File: config.mk
export PLATFORM = sky130hd
export DESIGN_NAME = branch_history_table
export DESIGN_NICKNAME = d
export VERILOG_FILES = /design/src/rtl/branch_history_table.sv
export SDC_FILE = /design/constraint.sdc
export NUM_CORES = 1
export LEC_CHECK = 0
export CAP_MARGIN = 20
export CORE_MARGIN = 5
export CORE_UTILIZATION = 54
export CTS_CLUSTER_SIZE = 8
export DETAILED_ROUTE_END_ITERATION = 8
export GPL_ROUTABILITY_DRIVEN = 0
export PLACE_DENSITY_LB_ADDON = 0.12
export SLEW_MARGIN = 20
export SYNTH_ARGS = -nofsm -noshare
export SYNTH_HDL_FRONTEND = slang
export SYNTH_SLANG_ARGS = --single-unit
File: constraint.sdc
create_clock -name clk_i -period 4.6 [get_ports clk_i]
set_clock_uncertainty 0.05 [all_clocks]
set_input_delay 1.15 -clock clk_i [delete_from_list [all_inputs] [get_ports clk_i]]
set_output_delay 1.15 -clock clk_i [all_outputs]
set_load 0.02 [all_outputs]
File: src/rtl/branch_history_table.sv
// Branch history table: direct-mapped 2-bit saturating counters.
// Predicts for fetch and trains from resolved branches.
package mmm_pkg;
  typedef struct packed {
    logic        valid;
    logic        taken;
    logic        mispredict;
    logic [31:0] pc;
    logic [31:0] target;
  } resolution_t;
endpackage

module branch_history_table
  import mmm_pkg::*;
#(
  parameter  int LEN  = 64,
  parameter  int XLEN = 32,
  localparam int IDX  = $clog2(LEN)
) (
  input  logic            clk_i,
  input  logic            rst_n_i,
  input  logic            fetch_valid_i,
  input  logic [XLEN-1:0] fetch_pc_i,
  output logic            pred_valid_o,
  output logic            pred_taken_o,
  input  resolution_t     res_i,
  output logic            ready_o
);

  typedef enum logic {INIT, RUN} state_t;

  state_t         state_q, state_d;
  logic [IDX-1:0] init_idx_q, init_idx_d;
  logic [1:0]     tbl_q [LEN];
  logic [IDX-1:0] look_idx, upd_idx;
  logic [1:0]     upd_old, upd_new;
  logic           run, look_taken;
  logic           unused_ok;

  assign look_idx  = fetch_pc_i[IDX+1:2];
  assign upd_idx   = res_i.pc[IDX+1:2];
  assign upd_old   = tbl_q[upd_idx];
  assign ready_o   = run;
  assign unused_ok = ^{fetch_pc_i, res_i};

  always_comb begin
    state_d    = state_q;
    init_idx_d = init_idx_q;
    run        = 1'b0;
    unique case (state_q)
      INIT: begin
        init_idx_d = init_idx_q + IDX'(1);
        if (init_idx_q == IDX'(LEN-1))
          state_d = RUN;
      end
      RUN: run = 1'b1;
      default: state_d = INIT;
    endcase
  end

  always_comb begin
    upd_new = upd_old;
    unique case (1'b1)
      res_i.taken && upd_old != 2'b11:
        upd_new = upd_old + 2'd1;
      !res_i.taken && upd_old != 2'b00:
        upd_new = upd_old - 2'd1;
      default: ;
    endcase
  end

  // Same-cycle update to the looked-up entry is forwarded.
  always_comb begin
    look_taken = tbl_q[look_idx][1];
    if (res_i.valid && upd_idx == look_idx)
      look_taken = upd_new[1];
  end

  always_ff @(posedge clk_i or negedge rst_n_i) begin
    if (!rst_n_i) begin
      state_q      <= INIT;
      init_idx_q   <= '0;
      pred_valid_o <= 1'b0;
      pred_taken_o <= 1'b0;
    end else begin
      state_q      <= state_d;
      init_idx_q   <= init_idx_d;
      pred_valid_o <= run && fetch_valid_i;
      if (run && fetch_valid_i)
        pred_taken_o <= look_taken;
    end
  end

  always_ff @(posedge clk_i) begin
    if (!run)
      tbl_q[init_idx_q] <= 2'b01;
    else if (res_i.valid)
      tbl_q[upd_idx] <= upd_new;
  end

endmodule

==> flow_summary.toml <==
[cells_and_area]
layout_common_cells = "edfxtp_1 (128), nor2_1 (70), mux4_2 (29), mux2i_1 (29), nand2_1 (25)"
nets = 559
final_common_cell = "edfxtp_1"
drive_gt1_share_pct = 17.3
area_growth_syn_to_layout_pct = 15.2
n_antenna_cell = 0

[global_routing]
grt_pass1_wl_um = 23100
grt-ovfl-total = 0
grt_use_total_pct = 22.4
grt_pass1_vias = 3932
antenna_found_initial = 0
grt_max_degree = 45

[cts]
post_cts_buffers = 0
post_cts_resized = 0
clk-insertion-delay-late_ns = 0.42
clk_pin_slew_ns = 0.05
hold_buffers = 0
cts_inserted_buffers = 17
cts_tree = "yes"
clockBufferDepth = 2
clock_sinks = 137
clockRootBuffer = "clkbuf_16"
h-tree-depth = 4

[critical_path]
crit_end = "tbl_q[2][1]"
crit_required_ns = 4.76
reg2reg_depth = 7
crit_arrival_ns = 4.00
startpoint_type = "input pin"
regToRegSetupSlack_ns = 1.98
r2r_end = "tbl_q[7][0]"
regToRegStartpoint = "tbl_q[46][0]"
crit_path_max_fanout = 32
cp-startpoint = "res_i[37]"
cp-end-kind = "flop"
critPathKind = "input pin to flop"

[floorplan]
initial_utilization_pct = 54.4
ios = 105
fp-row-count = 40
core-area_sq_um = 11900
die_area_sq_um = 14300
die_y_um = 120
die_w_um = 120

[detailed_routing]
drt-pass1-iter-count = 5
drt-initial-drc-count = 343
drcViolationCount = 0
postRouteAntennaNets = 0
vias = 3906
wire_per_inst_um = 24.2
drt-vias-per-instance = 6.35
routed_wl_um = 14900

[place]
dp_hpwl_um = 9670
io_buffers = 19

[synthesis]
netlist_area_sq_um = 6480
ys_types = 43
synth_warnings = 0
ys_seq_area_share_pct = 62.8
async_flop_share_pct = 6.57
syn-num-nets = 528
synth_area_leader_cell = "edfxtp_1"
ys_ff_latch = 137
syn_inst = 425
synth_top_cells_by_area = "edfxtp_1 (59%), mux4_2 (10%), mux2i_1 (4.5%), mux4_1 (4.5%), nor2_1 (4.1%)"
syn_area_per_cell_sq_um = 15.3
synth_edf_count = 128
netlist.area_leader.share_pct = 59.3
synthFlopType = "edfxtp_1"

[sta]
min_period_ns = 3.84
slew-limit-headroom_pct = 37.3
setup_viol = 0
drv_slew = 0
rsz0062_at_grt = "no"
post-route-period-util_pct = 83.5
finalSetupTns_ns = 0
max_freq_mhz = 260
hold_violations = 0
hold_ws_ns = 0.481
tightest_slew_ns = 0.940

[pwr]
p_per_area_nw_per_um2 = 380
power.total_mw = 2.84
max-vdd-ir-drop_mv = 0.262
leakage_nw = 2.13

[min_path]
hold_path_class = "flop to flop"

[job]
maxCapViolations = 0

[run_status]
outcome = "completed"
==> how the worst min path moves through the flow <==
| stage | startpoint | end | slack, ns | cells after the start |
|---|---|---|---|---|
| finish | pred_taken_o | pred_taken_o | 0.48 | 2 |
| global route | pred_taken_o | pred_taken_o | 0.51 | 2 |
| CTS | pred_taken_o | pred_taken_o | 0.49 | 2 |
| detailed placement | pred_taken_o | pred_taken_o | 0.48 | 2 |
| global placement | pred_taken_o | pred_taken_o | 0.47 | 2 |
| floorplan | init_idx_q[5] | init_idx_q[5] | 0.43 | 1 |
==> worst max-delay path, cell delays in order <==
cell	delay [ns]
clkdlybuf4s50_1	0.75
nor4bb_1	0.60
a22oi_1	0.21
and4_1	0.26
and2_1	0.16
maj3_1	0.39
nor2_4	0.14
buf_4	0.33
==> metal layers <==
metal / global-route usage, % / share of wire (%) / vias to the layer above
met1: 31.1 / 43 / 1996
met3: 6.55 / 7.0 / 30
met5: 0 / 0 / -
li1: - / - / 1746
met2: 33.4 / 47 / 134
met4: 9.45 / 3.2 / 0
==> state kept, by name (all words and copies together), names as in the netlist <==
signal        count
state_q           1
tbl_q           128
pred_taken_o      1
pred_valid_o      1
init_idx_q        6
==> report_power, final <==
| part | leakage, nW | switching (mW) | internal (mW) | total, mW |
|---|---|---|---|---|
| sequential | 1.01 | 0 | 1.34 | 1.34 |
| clock | 0.287 | 0.487 | 0.898 | 1.39 |
| combinational | 0.832 | 0.0623 | 0.0483 | 0.111 |
==> cell families after synthesis <==
kind of cell,after synthesis,synth area share (%)
compound gates,40,4.03
flops,137,62.8
buf+inv,25,2.16
simple gates,137,9.50
xor+xnor,11,1.49
fa+ha+maj,2,0.347
mux,73,19.7
==> Yosys cell counts, drive strengths merged, types with 7 or more instances <==
library cell / instances
nand2: 25
a22oi: 9
dfrtp: 9
xnor2: 7
o21ai: 9
mux4: 40
a21oi: 8
buf: 16
nand3: 19
nor2: 71
edfxtp: 128
mux2i: 29
==> layout make-up <==
type / count / area [sq um]
multi-input combinational: 263 / 2290
tap: 147 / 184
fill: 915 / 4450
timing repair buffer: 33 / 298
inverter: 4 / 15.0
clock buffer: 18 / 429
clock inverter: 13 / 178
sequential: 137 / 4070
==> metrics by stage <==
step	utilization (%)	instance area [sq um]	cells	setup WS (ns)
2_1_floorplan	-	6490	425	0.571
3_3_place_gp	57.6	6860	584	0.515
3_5_place_dp	57.6	6860	584	0.444
4_1_cts	62.7	7460	615	0.837
5_1_grt	62.7	7460	615	0.606
6_report	62.7	7460	615	0.757
No activity file was read; power rests on OpenSTA's default activity.
